$ cat src/rtl/apb_cmd_master_if.sv
// Command/response stream plus APB4 requester bus for apb_cmd_master.
// "master" is the view of the APB requester itself; "slave" is the view of
// everything around it (local controller on the cmd/rsp side, APB target on the p* side).
interface apb_cmd_master_if #(
  parameter int DATA_WIDTH = 32,
  parameter int ADDR_WIDTH = 10
);
  // command stream from the local controller
  logic                  cmd_valid;
  logic                  cmd_ready;
  logic                  cmd_write;
  logic [ADDR_WIDTH+1:0] cmd_addr;
  logic [DATA_WIDTH-1:0] cmd_wdata;
  logic [3:0]            cmd_strb;

  // response stream back to the local controller
  logic                  rsp_valid;
  logic                  rsp_ready;
  logic [DATA_WIDTH-1:0] rsp_rdata;
  logic                  rsp_err;

  // APB4 requester signals
  logic [ADDR_WIDTH+1:0] paddr;
  logic                  psel;
  logic                  penable;
  logic                  pwrite;
  logic [3:0]            pstrb;
  logic [DATA_WIDTH-1:0] pwdata;
  logic                  pready;
  logic                  pslverr;
  logic [DATA_WIDTH-1:0] prdata;

  modport master (
    input  cmd_valid, cmd_write, cmd_addr, cmd_wdata, cmd_strb,
    output cmd_ready,
    output rsp_valid, rsp_rdata, rsp_err,
    input  rsp_ready,
    output paddr, psel, penable, pwrite, pstrb, pwdata,
    input  pready, pslverr, prdata
  );

  modport slave (
    output cmd_valid, cmd_write, cmd_addr, cmd_wdata, cmd_strb,
    input  cmd_ready,
    input  rsp_valid, rsp_rdata, rsp_err,
    output rsp_ready,
    input  paddr, psel, penable, pwrite, pstrb, pwdata,
    output pready, pslverr, prdata
  );
endinterface

$ cat src/rtl/apb_cmd_master.sv
// Single-outstanding APB4 requester: cmd stream -> SETUP/ACCESS -> rsp stream.
// Latency: zero-wait round trip 3 cycles accept-to-rsp_valid, +1 per wait state; misaligned 1 cycle.
// Backpressure: cmd_ready only in IDLE; rsp held stable until rsp_ready; ACCESS aborts after TIMEOUT_CYCLES waits.
module apb_cmd_master #(
  parameter int DATA_WIDTH     = 32,
  parameter int ADDR_WIDTH     = 10,
  parameter int TIMEOUT_CYCLES = 16
) (
  input logic               pclk,
  input logic               prst,
  apb_cmd_master_if.master  bus
);

  localparam int AW    = ADDR_WIDTH + 2;
  localparam int CNT_W = (TIMEOUT_CYCLES > 0) ? $clog2(TIMEOUT_CYCLES + 1) : 1;

  typedef enum logic [1:0] {
    IDLE   = 2'd0,
    SETUP  = 2'd1,
    ACCESS = 2'd2,
    RESP   = 2'd3
  } state_t;

  state_t                state_q, state_d;

  // APB outputs are registered; paddr/pwrite/pwdata/pstrb double as the command latch
  logic                  psel_q, psel_d;
  logic                  penable_q, penable_d;
  logic                  pwrite_q, pwrite_d;
  logic [AW-1:0]         paddr_q, paddr_d;
  logic [DATA_WIDTH-1:0] pwdata_q, pwdata_d;
  logic [3:0]            pstrb_q, pstrb_d;

  // response registers
  logic                  rsp_valid_q, rsp_valid_d;
  logic                  rsp_err_q, rsp_err_d;
  logic [DATA_WIDTH-1:0] rsp_rdata_q, rsp_rdata_d;

  // ACCESS wait-state counter, saturating
  logic [CNT_W-1:0]      cnt_q, cnt_d;
  logic [CNT_W-1:0]      cnt_inc;
  logic                  timeout_hit;

  logic                  cmd_ready;
  logic                  cmd_fire;
  logic                  misaligned;

  // Accept only in IDLE and never while reset is held
  assign cmd_ready  = (state_q == IDLE) && !prst;
  assign cmd_fire   = bus.cmd_valid && cmd_ready;
  assign misaligned = (bus.cmd_addr[1:0] != 2'b00);

  // Counter value after one more wait cycle, clamped at all-ones so it never wraps
  assign cnt_inc     = (cnt_q == {CNT_W{1'b1}}) ? cnt_q : cnt_q + CNT_W'(1);
  assign timeout_hit = (TIMEOUT_CYCLES > 0) && (int'(cnt_inc) >= TIMEOUT_CYCLES);

  // Next-state and next-output logic; every register holds unless a transition says otherwise
  always_comb begin
    state_d     = state_q;
    psel_d      = psel_q;
    penable_d   = penable_q;
    pwrite_d    = pwrite_q;
    paddr_d     = paddr_q;
    pwdata_d    = pwdata_q;
    pstrb_d     = pstrb_q;
    rsp_valid_d = rsp_valid_q;
    rsp_err_d   = rsp_err_q;
    rsp_rdata_d = rsp_rdata_q;
    cnt_d       = cnt_q;

    unique case (state_q)
      IDLE: begin
        if (cmd_fire) begin
          if (misaligned) begin
            // rejected locally, the APB bus never sees it
            state_d     = RESP;
            rsp_valid_d = 1'b1;
            rsp_err_d   = 1'b1;
            rsp_rdata_d = '0;
          end else begin
            state_d   = SETUP;
            psel_d    = 1'b1;
            penable_d = 1'b0;
            paddr_d   = bus.cmd_addr;
            pwrite_d  = bus.cmd_write;
            pwdata_d  = bus.cmd_wdata;
            // APB4: strobes must be low on reads
            pstrb_d   = bus.cmd_write ? bus.cmd_strb : 4'b0000;
          end
        end
      end

      SETUP: begin
        state_d   = ACCESS;
        penable_d = 1'b1;
      end

      ACCESS: begin
        if (bus.pready) begin
          state_d     = RESP;
          psel_d      = 1'b0;
          penable_d   = 1'b0;
          rsp_valid_d = 1'b1;
          rsp_err_d   = bus.pslverr;
          // error responses and writes never carry data
          rsp_rdata_d = (pwrite_q || bus.pslverr) ? '0 : bus.prdata;
        end else begin
          cnt_d = cnt_inc;
          if (timeout_hit) begin
            state_d     = RESP;
            psel_d      = 1'b0;
            penable_d   = 1'b0;
            rsp_valid_d = 1'b1;
            rsp_err_d   = 1'b1;
            rsp_rdata_d = '0;
          end
        end
      end

      RESP: begin
        if (bus.rsp_ready) begin
          state_d     = IDLE;
          rsp_valid_d = 1'b0;
          rsp_err_d   = 1'b0;
          rsp_rdata_d = '0;
          cnt_d       = '0;
        end
      end

      default: begin
        state_d = IDLE;
      end
    endcase
  end

  // State and output registers; reset kills any transfer in flight without a response
  always_ff @(posedge pclk or posedge prst) begin
    if (prst) begin
      state_q     <= IDLE;
      psel_q      <= 1'b0;
      penable_q   <= 1'b0;
      pwrite_q    <= 1'b0;
      paddr_q     <= '0;
      pwdata_q    <= '0;
      pstrb_q     <= 4'b0000;
      rsp_valid_q <= 1'b0;
      rsp_err_q   <= 1'b0;
      rsp_rdata_q <= '0;
      cnt_q       <= '0;
    end else begin
      state_q     <= state_d;
      psel_q      <= psel_d;
      penable_q   <= penable_d;
      pwrite_q    <= pwrite_d;
      paddr_q     <= paddr_d;
      pwdata_q    <= pwdata_d;
      pstrb_q     <= pstrb_d;
      rsp_valid_q <= rsp_valid_d;
      rsp_err_q   <= rsp_err_d;
      rsp_rdata_q <= rsp_rdata_d;
      cnt_q       <= cnt_d;
    end
  end

  assign bus.cmd_ready = cmd_ready;
  assign bus.psel      = psel_q;
  assign bus.penable   = penable_q;
  assign bus.pwrite    = pwrite_q;
  assign bus.paddr     = paddr_q;
  assign bus.pwdata    = pwdata_q;
  assign bus.pstrb     = pstrb_q;
  assign bus.rsp_valid = rsp_valid_q;
  assign bus.rsp_err   = rsp_err_q;
  assign bus.rsp_rdata = rsp_rdata_q;

endmodule

$ cat src/flat_wrapper.sv
// flat-port wrapper written by rule: the top's interface ports become plain ports
module apb_cmd_master_flat 
#(
  parameter int DATA_WIDTH     = 32,
  parameter int ADDR_WIDTH     = 10,
  parameter int TIMEOUT_CYCLES = 16
)
  (pclk, prst, bus_cmd_valid, bus_cmd_write, bus_cmd_addr, bus_cmd_wdata, bus_cmd_strb, bus_cmd_ready, bus_rsp_valid, bus_rsp_rdata, bus_rsp_err, bus_rsp_ready, bus_paddr, bus_psel, bus_penable, bus_pwrite, bus_pstrb, bus_pwdata, bus_pready, bus_pslverr, bus_prdata);
  apb_cmd_master_if #(.DATA_WIDTH(DATA_WIDTH), .ADDR_WIDTH(ADDR_WIDTH)) bus_i ();
  input logic pclk;
  input logic prst;
  input wire logic [$bits(bus_i.cmd_valid)-1:0] bus_cmd_valid;
  input wire logic [$bits(bus_i.cmd_write)-1:0] bus_cmd_write;
  input wire logic [$bits(bus_i.cmd_addr)-1:0] bus_cmd_addr;
  input wire logic [$bits(bus_i.cmd_wdata)-1:0] bus_cmd_wdata;
  input wire logic [$bits(bus_i.cmd_strb)-1:0] bus_cmd_strb;
  output wire logic [$bits(bus_i.cmd_ready)-1:0] bus_cmd_ready;
  output wire logic [$bits(bus_i.rsp_valid)-1:0] bus_rsp_valid;
  output wire logic [$bits(bus_i.rsp_rdata)-1:0] bus_rsp_rdata;
  output wire logic [$bits(bus_i.rsp_err)-1:0] bus_rsp_err;
  input wire logic [$bits(bus_i.rsp_ready)-1:0] bus_rsp_ready;
  output wire logic [$bits(bus_i.paddr)-1:0] bus_paddr;
  output wire logic [$bits(bus_i.psel)-1:0] bus_psel;
  output wire logic [$bits(bus_i.penable)-1:0] bus_penable;
  output wire logic [$bits(bus_i.pwrite)-1:0] bus_pwrite;
  output wire logic [$bits(bus_i.pstrb)-1:0] bus_pstrb;
  output wire logic [$bits(bus_i.pwdata)-1:0] bus_pwdata;
  input wire logic [$bits(bus_i.pready)-1:0] bus_pready;
  input wire logic [$bits(bus_i.pslverr)-1:0] bus_pslverr;
  input wire logic [$bits(bus_i.prdata)-1:0] bus_prdata;
  assign bus_i.cmd_valid = bus_cmd_valid;
  assign bus_i.cmd_write = bus_cmd_write;
  assign bus_i.cmd_addr = bus_cmd_addr;
  assign bus_i.cmd_wdata = bus_cmd_wdata;
  assign bus_i.cmd_strb = bus_cmd_strb;
  assign bus_cmd_ready = bus_i.cmd_ready;
  assign bus_rsp_valid = bus_i.rsp_valid;
  assign bus_rsp_rdata = bus_i.rsp_rdata;
  assign bus_rsp_err = bus_i.rsp_err;
  assign bus_i.rsp_ready = bus_rsp_ready;
  assign bus_paddr = bus_i.paddr;
  assign bus_psel = bus_i.psel;
  assign bus_penable = bus_i.penable;
  assign bus_pwrite = bus_i.pwrite;
  assign bus_pstrb = bus_i.pstrb;
  assign bus_pwdata = bus_i.pwdata;
  assign bus_i.pready = bus_pready;
  assign bus_i.pslverr = bus_pslverr;
  assign bus_i.prdata = bus_prdata;
  apb_cmd_master #(.DATA_WIDTH(DATA_WIDTH), .ADDR_WIDTH(ADDR_WIDTH), .TIMEOUT_CYCLES(TIMEOUT_CYCLES)) u_core (.pclk(pclk), .prst(prst), .bus(bus_i));
endmodule
$ cat config.mk
export PLATFORM = sky130hd
export DESIGN_NAME = apb_cmd_master_flat
export DESIGN_NICKNAME = d
export VERILOG_FILES = /design/src/rtl/apb_cmd_master_if.sv /design/src/rtl/apb_cmd_master.sv /design/src/flat_wrapper.sv
export SDC_FILE = /design/constraint.sdc
export NUM_CORES = 1
export LEC_CHECK = 0
export CORE_MARGIN = 5
export CORE_UTILIZATION = 40
export CTS_CLUSTER_SIZE = 25
export DETAILED_ROUTE_END_ITERATION = 7
export GPL_TIMING_DRIVEN = 0
export PLACE_DENSITY = 0.83
export SYNTH_ARGS = -nofsm -noshare
export SYNTH_HDL_FRONTEND = slang
export SYNTH_SLANG_ARGS = --single-unit
export TNS_END_PERCENT = 50
$ cat constraint.sdc
create_clock -name pclk -period 7.05 [get_ports pclk]
set_clock_uncertainty 0.1 [all_clocks]
set_input_delay 1.0575 -clock pclk [delete_from_list [all_inputs] [get_ports pclk]]
set_output_delay 1.0575 -clock pclk [all_outputs]
set_load 0.02 [all_outputs]
==> metrics, run 1 <==
status completed; Reg-to-Reg Start u_core.state_q[0]; DR WL/cell about 17 µm; Layout area overhead 52.8%; startpoint types input port; Skew-Pair Late Insertion Delay 0.35 ns; total core area slightly below 10000 µm²; Max Buffers Root-to-Sink 2; share of post-route cells with drive strength above 1 0.0804; Seq/Total Area, Yosys 0.582; CP Class in -> out; Reg2Reg Setup Slack roughly 4.7 ns; vias in the first global route 3345; predominant post-synthesis flop cell dfrtp_1; most common cell in the netlist dfrtp_1; Layout Nets approximately 570; WHS between 0.3 and 0.4 ns; period utilization 0.489; Worst Setup EP bus_cmd_ready; first-pass GRT wire length roughly 17000 µm; Yosys reg bits between 90 and 100; grt ovf 0; drt via density between 5 and 6; r2r endpoint u_core.bus.rsp_rdata[17]; Slew @ Worst Pin between 0.6 and 0.7 ns; total number of vias about 3100; num ports about 170; crit path DAT between 2 and 2.5 ns; endpoint class of the critical path output pin; R2R cell count 7; Slew Limit Fails 0; Post-synth top cells dfrtp_1 (92), mux2_1 (41), a21o_1 (32), and4_1 (32), nand2_1 (15); CP Max Fanout 4; P_leak between 2 and 3 nW; dpl hpwl approximately 8000 µm; Hold Path Stages 1; syn avg cell area ~13 µm²; chip height ~110 µm; RSZ-0062 raised after global routing false; CP Launch Point prst; number of setup violations in the final report 0; global placement routability congestion ~0.75; Post-synth EDFFs 0; # fillers 802; yosys synthesis warning count 0; Crit path required time 5.89 ns; Std-Cell Rows 36; Post-Syn Area a little under 4000 µm²; Initial Utilization 0.407; total CTS buffers 9; Clock Pin Slew Worst Setup and Hold Paths roughly 0.08 ns; post-synth top area cell dfrtp_1; Sink Count 92; pin count of the biggest net entering global routing 52; # resized after CTS 0; Peak Freq approximately 290 MHz; Synth top area share 0.582; Max-Cap Viols 0; syn_nets 390; TNS Setup 0 ns; Port Buffers approximately 170; CTS tree yes; antenna violations before repair 0; final worst path period need 3.45 ns; area occupied by multi-input gates 1520 µm²; Die ar. ~12000 µm²; ANT cells 0; drt pass-1 iters 4; Post-CTS Setup Bufs 0; PD cells 364 nW/µm²; Final Hold Vio Count 0; worst-case vdd ir drop 0.170 mV; final WL between 10000 and 15000 µm; async set-or-reset flop fraction in the synthesized netlist 1.00; total track usage 0.182; Initial DRC Count roughly 170; H-tree depth 3; Die Span X 109 µm; Synth cell types 36; CTS Root Cell clkbuf_8; DRC violations left 0; Post-DRT Antenna Nets 0; Synth area leaders dfrtp_1 (58%), mux2_1 (12%), and4_1 (7.1%), a21o_1 (6.1%), ha_1 (2.2%); Worst slew margin 0.564; hold-fix buffer count after cts 0; synthesized instance count 296; Hold/Removal Path Class reg -> reg; sequential cell area 2300 µm²
## cells in the final DEF, fill, tap and decap left out, types with 2 or more instances in the layout
cell type          n
and3_1             2
nor2_1             3
and2_1             2
nand3_1            2
o21ai_0            7
ha_1               7
and4_1            32
mux2_2             4
clkinv_2           3
a22o_1             2
nand2_1           15
clkdlybuf4s50_1  172
inv_1              4
a21o_1            32
o21ai_1            3
dfrtp_1           92
clkbuf_8          10
buf_6              6
mux2_1            41
nor2b_1            3
nor3_1             2
clkinv_4           2
clkbuf_1           8
buf_2              4
a21oi_1            9
## worst max-delay path: stages
cell             delay, ns
clkdlybuf4s50_1       0.49
nor2b_1               0.14
clkdlybuf4s50_1       0.61
## power by group
| group | total (W) | switching, W | internal [W] |
|---|---|---|---|
| combinational | 0.00109 | 0.000570 | 0.000523 |
| sequential | 0.000785 | 0.0000895 | 0.000696 |
| clock | 0.000324 | 0.000187 | 0.000137 |
| total | 0.00220 | 0.000846 | 0.00136 |
## layer usage
layer	GRT usage	routed length (µm)	vias to the layer above
li1	-	-	1443
met1	0.222	4180	1549
met2	0.315	5620	90
met3	0.0423	586	15
met4	0.0659	202	0
met5	0	0	-
## worst min path at each step
stage	start	end
2_1_floorplan	u_core.cnt_q[1]	u_core.cnt_q[1]
3_3_place_gp	u_core.bus.rsp_rdata[4]	u_core.bus.rsp_rdata[4]
3_5_place_dp	u_core.bus.rsp_rdata[5]	u_core.bus.rsp_rdata[5]
4_1_cts	u_core.bus.rsp_rdata[30]	u_core.bus.rsp_rdata[30]
5_1_grt	u_core.bus.rsp_rdata[20]	u_core.bus.rsp_rdata[20]
6_report	u_core.bus.rsp_rdata[11]	u_core.bus.rsp_rdata[11]
## area by class of cell
| cell class | count | share of cell area |
|---|---|---|
| Sequential cell | 92 | 0.381 |
| Timing Repair Buffer | 173 | 0.288 |
| Multi-Input combinational cell | 181 | 0.251 |
| Buffer | 18 | 0.0195 |
| Inverter | 5 | 0.00352 |
| Clock inverter | 6 | 0.00662 |
| Clock buffer | 10 | 0.0228 |
| Tap cell | 133 | 0.0275 |
## state kept, by name, summed over array words and instances, names as in the netlist
register,flops
u_core.cnt_q,5
u_core.state_q,2
u_core.bus.pwrite,1
u_core.bus.rsp_rdata,32
u_core.bus.rsp_valid,1
u_core.bus.paddr,12
u_core.bus.psel,1
u_core.bus.penable,1
u_core.bus.pwdata,32
u_core.bus.rsp_err,1
u_core.bus.pstrb,4
## logic make-up (layout without fill, tap and decap cells)
group / after synthesis / after routing / share of synthesized area
buffers and inverters: 23 / 212 / 0.0345
adder cells (fa/ha/maj): 7 / 7 / 0.0221
flip-flops: 92 / 92 / 0.582
AO/OA/AOI/OAI: 62 / 62 / 0.114
AND/OR/NAND/NOR: 66 / 66 / 0.116
multiplexers: 46 / 46 / 0.132
## stage by stage
step | util | worst slack (ns) | power, W | std cells | area [µm²]
global placement | 0.601 | 1.94 | 0.00186 | 601 | 5850
CTS | 0.621 | 3.59 | 0.00223 | 618 | 6050
global route | 0.621 | 3.56 | 0.00234 | 618 | 6050
detailed placement | 0.603 | 3.60 | 0.00190 | 602 | 5870
floorplan | - | 3.50 | 0.00139 | 296 | 3960
finish | 0.621 | 3.60 | 0.00220 | 618 | 6050
Note: power is estimated with default switching activity, not from simulation.
==> inputs of run 2 (changes only) <==
--- a/config.mk
+++ b/config.mk
@@ -6,11 +6,11 @@
 export NUM_CORES = 1
 export LEC_CHECK = 0
 export CORE_MARGIN = 5
-export CORE_UTILIZATION = 40
+export CORE_UTILIZATION = 38
 export CTS_CLUSTER_SIZE = 25
 export DETAILED_ROUTE_END_ITERATION = 7
 export GPL_TIMING_DRIVEN = 0
-export PLACE_DENSITY = 0.83
+export PLACE_DENSITY = 0.82
 export SYNTH_ARGS = -nofsm -noshare
 export SYNTH_HDL_FRONTEND = slang
 export SYNTH_SLANG_ARGS = --single-unit
==> constraint.sdc (replaced) <==
create_clock -name pclk -period 3 [get_ports pclk]
set_clock_uncertainty 0.1 [all_clocks]
set_input_delay 0.45 -clock pclk [delete_from_list [all_inputs] [get_ports pclk]]
set_output_delay 0.45 -clock pclk [all_outputs]
set_load 0.02 [all_outputs]
==> metrics, run 2 (same netlist as run 1, synthesis figures left out) <==
DR WL/cell 17.0 µm (-0.70%); number of setup violations in the final report 0 (unchanged); dpl hpwl 8050 µm (-1.6%); startpoint types flop; grt ovf 0 (unchanged); placed inst area 5880 µm² (+0.19%); status completed; WHS 0.383 ns (-0.000179 ns); Max-Cap Viols 0 (unchanged); CTS tree yes; Skew-Pair Late Insertion Delay 0.35 ns (about the same); fin area 6120 µm² (+1.2%); crit path DAT 2.09 ns (-0.20 ns); Port Buffers 172 (unchanged); num ports 173 (unchanged); Die Span X 112 µm (+2.4%); Post-DRT Antenna Nets 0 (unchanged); total CTS buffers 9 (unchanged); final worst path period need around 2.6 ns; DRC violations left 0 (unchanged); RSZ-0062 raised after global routing false; drt pass-1 iters 4 (unchanged); Clock Pin Slew Worst Setup and Hold Paths 0.09 ns (about the same); endpoint class of the critical path output pin; worst-case vdd ir drop 0.380 mV (+120%); Crit path required time 2.45 ns (-3.44 ns); # resized after CTS 0 (unchanged); Slew Limit Fails 0 (unchanged); total number of vias 3093 (-0.13%); Layout Nets 574 (unchanged); P_leak 2.94 nW (+0.91%); global placement routability congestion 0.776 (+3.1%); slowest stage delay, CP 0.61 ns (about the same); commonest cells after routing, fill and taps aside clkdlybuf4s50_1 (172), dfrtp_1 (92), mux2_1 (41); Layout area overhead 54.6%; Post-CTS Setup Bufs 0 (unchanged); antenna violations before repair 0 (unchanged); Hold/Removal Path Class reg -> reg; area occupied by multi-input gates 1520 µm² (unchanged); Peak Freq approximately 380 MHz; ANT cells 0 (unchanged); share of post-route cells with drive strength above 1 0.0804 (unchanged); most common cell after layout, fill and taps aside clkdlybuf4s50_1; Slew @ Worst Pin 0.644 ns (-0.00993 ns); Cell Chain, Critical Path inv_1, ha_1, nor2b_1, clkdlybuf4s50_1; Sink Count 92 (unchanged); Worst slew margin 0.570 (+0.00662); period utilization 0.881; vias in the first global route 3273 (-2.2%); Initial DRC Count 78 (-53%); Max Buffers Root-to-Sink 2 (unchanged); first-pass GRT wire length 17200 µm (+0.89%); CP top delay family buffers and inverters; CP Class reg -> out; # fillers 849 (+5.9%); total core area 10200 µm² (+5.2%); final WL 10600 µm (-0.22%); Buffers & Inverters on Critical Path 2 (unchanged); Std-Cell Rows 37 (+2.8%); drt via density 4.98 (-0.61%); sequential cell area 2300 µm² (unchanged); CP Max Fanout 8 (+4); chip height 112 µm (+2.4%); PD cells 883 nW/µm² (+140%); slowest stage cell, crit path clkdlybuf4s50_1; Initial Utilization 0.387 (-0.0199); H-tree depth 3 (unchanged); Final Hold Vio Count 0 (unchanged); total track usage 0.168 (-0.0138); hold-fix buffer count after cts 0 (unchanged); pin count of the biggest net entering global routing 48 (-7.7%); CTS Root Cell clkbuf_8; Die ar. 12600 µm² (+4.8%)
run 2: cell count changes in the layout (fill, tap and decap cells not counted), sizes merged:
| cell | delta |
|---|---|
| clkinvlp | +1 |
| clkinv | -3 |
| bufinv | +3 |
| clkbuf | -1 |
run 2: power breakdown:
| part | switching, W | internal [W] | total, W |
|---|---|---|---|
| registers | 0.000219 | 0.00163 | 0.00185 |
| clock network | 0.000441 | 0.000551 | 0.000992 |
| logic | 0.00133 | 0.00123 | 0.00256 |
| total | 0.00199 | 0.00342 | 0.00540 |
run 2: through the flow:
stage	instances	TNS (ns)	util	worst slack, ns	power (W)
floorplan	296	0	-	0.0580	0.00326
CTS	621	0	0.598	0.338	0.00547
detailed placement	605	0	0.575	0.456	0.00446
finish	621	0	0.598	0.357	0.00540
global route	621	0	0.598	0.241	0.00572
global placement	604	-125.48	0.572	-1.37	0.00438
run 2: path summary, 6_finish.rpt:
path	slack [ns]	endpoint	depth (start not counted)	start
worst max-delay path	0.36	bus_cmd_ready	4	u_core.state_q[1]
worst min-delay path	0.38	u_core.bus.rsp_rdata[21]	1	u_core.bus.rsp_rdata[21]
worst max register to register	0.61	u_core.bus.rsp_rdata[3]	7	u_core.state_q[0]
worst min register to register	0.38	u_core.bus.rsp_rdata[21]	1	u_core.bus.rsp_rdata[21]
max in group asynchronous	1.65	u_core.bus.pwdata[17]	3	prst
min in group asynchronous	0.50	u_core.cnt_q[2]	2	prst
run 2: layout make-up:
cell class | count | share of cell area
flip-flops and latches | 92 | 0.376
clock buffers | 9 | 0.0202
repair buffers | 173 | 0.286
inverters | 5 | 0.00348
clock inverters | 7 | 0.0188
multi-input cells | 181 | 0.248
well taps | 136 | 0.0278
plain buffers | 18 | 0.0192
run 2: routing by layer:
layer	wire length [µm]	GRT usage	up-vias
met2	5400	0.287	91
met3	668	0.0469	17
met1	4270	0.201	1540
met5	0	0	-
met4	231	0.0697	0
li1	-	-	1445
run 2: worst register-to-register path, delay by kind of cell, from the launching register on:
kind	cells	cell delay, ns
AOI/OAI and AO/OA	2	0.80
adders and majority gates	1	0.29
buffers and inverters	2	0.30
DFF	1	0.41
and+or+nand+nor	2	0.38
==> inputs of run 3 (changes only) <==
--- a/config.mk
+++ b/config.mk
@@ -9,7 +9,6 @@
 export CORE_UTILIZATION = 38
 export CTS_CLUSTER_SIZE = 25
 export DETAILED_ROUTE_END_ITERATION = 7
-export GPL_TIMING_DRIVEN = 0
 export PLACE_DENSITY = 0.82
 export SYNTH_ARGS = -nofsm -noshare
 export SYNTH_HDL_FRONTEND = slang
==> metrics, run 3 (same netlist as run 1, synthesis figures left out) <==
drt pass-1 iters 4 (unchanged); Port Buffers 172 (unchanged); period utilization 0.875 (-0.00564); global placement routability congestion 0.848 (+9.2%); most common cell after layout, fill and taps aside clkdlybuf4s50_1; total number of vias 2980 (-3.7%); TNS Setup 0 ns (unchanged); total core area 10200 µm² (unchanged); vias in the first global route 3296 (+0.70%); startpoint types flop; Crit path required time 2.45 ns (about the same); first-pass GRT wire length 16900 µm (-1.8%); Initial Utilization 0.387 (unchanged); Clock Pin Slew Worst Setup and Hold Paths 0.09 ns (about the same); Hold/Removal Path Class reg -> reg; Slew Limit Fails 0 (unchanged); area occupied by multi-input gates 1530 µm² (+0.49%); R2R cell count 6 (-1); DRC violations left 0 (unchanged); Skew-Pair Late Insertion Delay 0.35 ns (about the same); pre-CTS WS 0.635 ns (+0.179 ns); Layout area overhead 51.9%; drt via density 4.89 (-1.8%); # resized after CTS 0 (unchanged); Reg2Reg Setup Slack 0.72 ns (+0.11 ns); setup ws final 0.374 ns (+0.0169 ns); status completed; pin count of the biggest net entering global routing 41 (-15%); commonest cells after routing, fill and taps aside clkdlybuf4s50_1 (172), dfrtp_1 (92), mux2_1 (41); H-tree depth 3 (unchanged); crit path DAT 2.08 ns (about the same); Max-Cap Viols 0 (unchanged); grt ovf 0 (unchanged); total CTS buffers 9 (unchanged); num ports 173 (unchanged); # fillers 868 (+2.2%); endpoint class of the critical path output pin; Post-DRT Antenna Nets 0 (unchanged); chip height 112 µm (unchanged); P_leak 2.90 nW (-1.3%); Worst slew margin 0.529 (-0.0412); hold-fix buffer count after cts 0 (unchanged); Slew @ Worst Pin 0.705 ns (+0.0610 ns); Layout Nets 562 (-2.1%); antenna violations before repair 0 (unchanged); final worst path period need 2.63 ns (-0.0169 ns); DR WL/cell 17.1 µm (+0.39%); sequential cell area 2300 µm² (unchanged); total track usage 0.167 (-0.00154); number of setup violations in the final report 0 (unchanged); Post-CTS Setup Bufs 0 (unchanged); Initial DRC Count 116 (+49%); CTS Root Cell clkbuf_8; dpl hpwl 7730 µm (-4.0%); Peak Freq 381 MHz (+0.64%); PD cells 850 nW/µm² (-3.8%); final WL 10400 µm (-1.6%); CP Max Fanout 8 (unchanged); ANT cells 0 (unchanged); CTS tree yes; Hold Path Stages 1 (unchanged); Die ar. 12600 µm² (unchanged); RSZ-0062 raised after global routing false; share of post-route cells with drive strength above 1 0.0740 (-0.00642); Final Hold Vio Count 0 (unchanged); Die Span X 112 µm (unchanged); CP Class reg -> out; Sink Count 92 (unchanged); Max Buffers Root-to-Sink 2 (unchanged); worst-case vdd ir drop 0.423 mV (+11%); Std-Cell Rows 37 (unchanged)
-- run 3: changes by cell type in the layout (fill, tap and decap cells not counted), sizes merged --
cell and delta:
bufinv -2, clkbuf -5, buf -4, inv -1, clkinv +2, clkinvlp -2
-- run 3: report_power, final --
part / total (W) / internal, W / leakage [nW] / switching (W)
registers: 0.00186 / 0.00164 / 1.20 / 0.000221
clock network: 0.000832 / 0.000408 / 0.100 / 0.000424
logic: 0.00242 / 0.00113 / 1.60 / 0.00129
total: 0.00511 / 0.00317 / 2.90 / 0.00193
-- run 3: routing by layer --
| layer | track usage | vias up | wire length (µm) |
|---|---|---|---|
| met5 | 0 | - | 0 |
| met4 | 0.0665 | 0 | 211 |
| met3 | 0.0464 | 13 | 666 |
| met2 | 0.291 | 103 | 5340 |
| met1 | 0.195 | 1444 | 4180 |
| li1 | - | 1420 | - |
-- run 3: worst max-delay path: stages, from the launching register on --
cell and delay [ns]:
dfrtp_1 0.42, inv_1 0.14, ha_1 0.38, nor2b_1 0.18, clkdlybuf4s50_1 0.61
-- run 3: worst paths after layout --
path	start	endpoint
min in group asynchronous	prst	u_core.bus.rsp_valid
worst max register to register	u_core.state_q[0]	u_core.bus.paddr[3]
max in group asynchronous	prst	u_core.cnt_q[4]
worst max-delay path	u_core.state_q[0]	bus_cmd_ready
worst min-delay path	u_core.bus.rsp_rdata[17]	u_core.bus.rsp_rdata[17]
worst min register to register	u_core.bus.rsp_rdata[17]	u_core.bus.rsp_rdata[17]
-- run 3: final cells by class --
cell class,instances,area share
flip-flops and latches,92,0.383
repair buffers,179,0.299
multi-input cells,181,0.254
well taps,136,0.0283
clock buffers,12,0.0241
clock inverters,4,0.00812
inverters,5,0.00333
-- run 3: per-stage QoR --
stage	std cells	cell area, µm²	util	total power, W	hold slack, ns
after floorplan	296	3960	-	0.00326	0.384
after global placement	593	5820	0.569	0.00425	0.359
after detailed placement	593	5820	0.569	0.00433	0.365
after CTS	609	6010	0.588	0.00517	0.385
after global routing	609	6010	0.588	0.00540	0.400
final	609	6010	0.588	0.00511	0.380
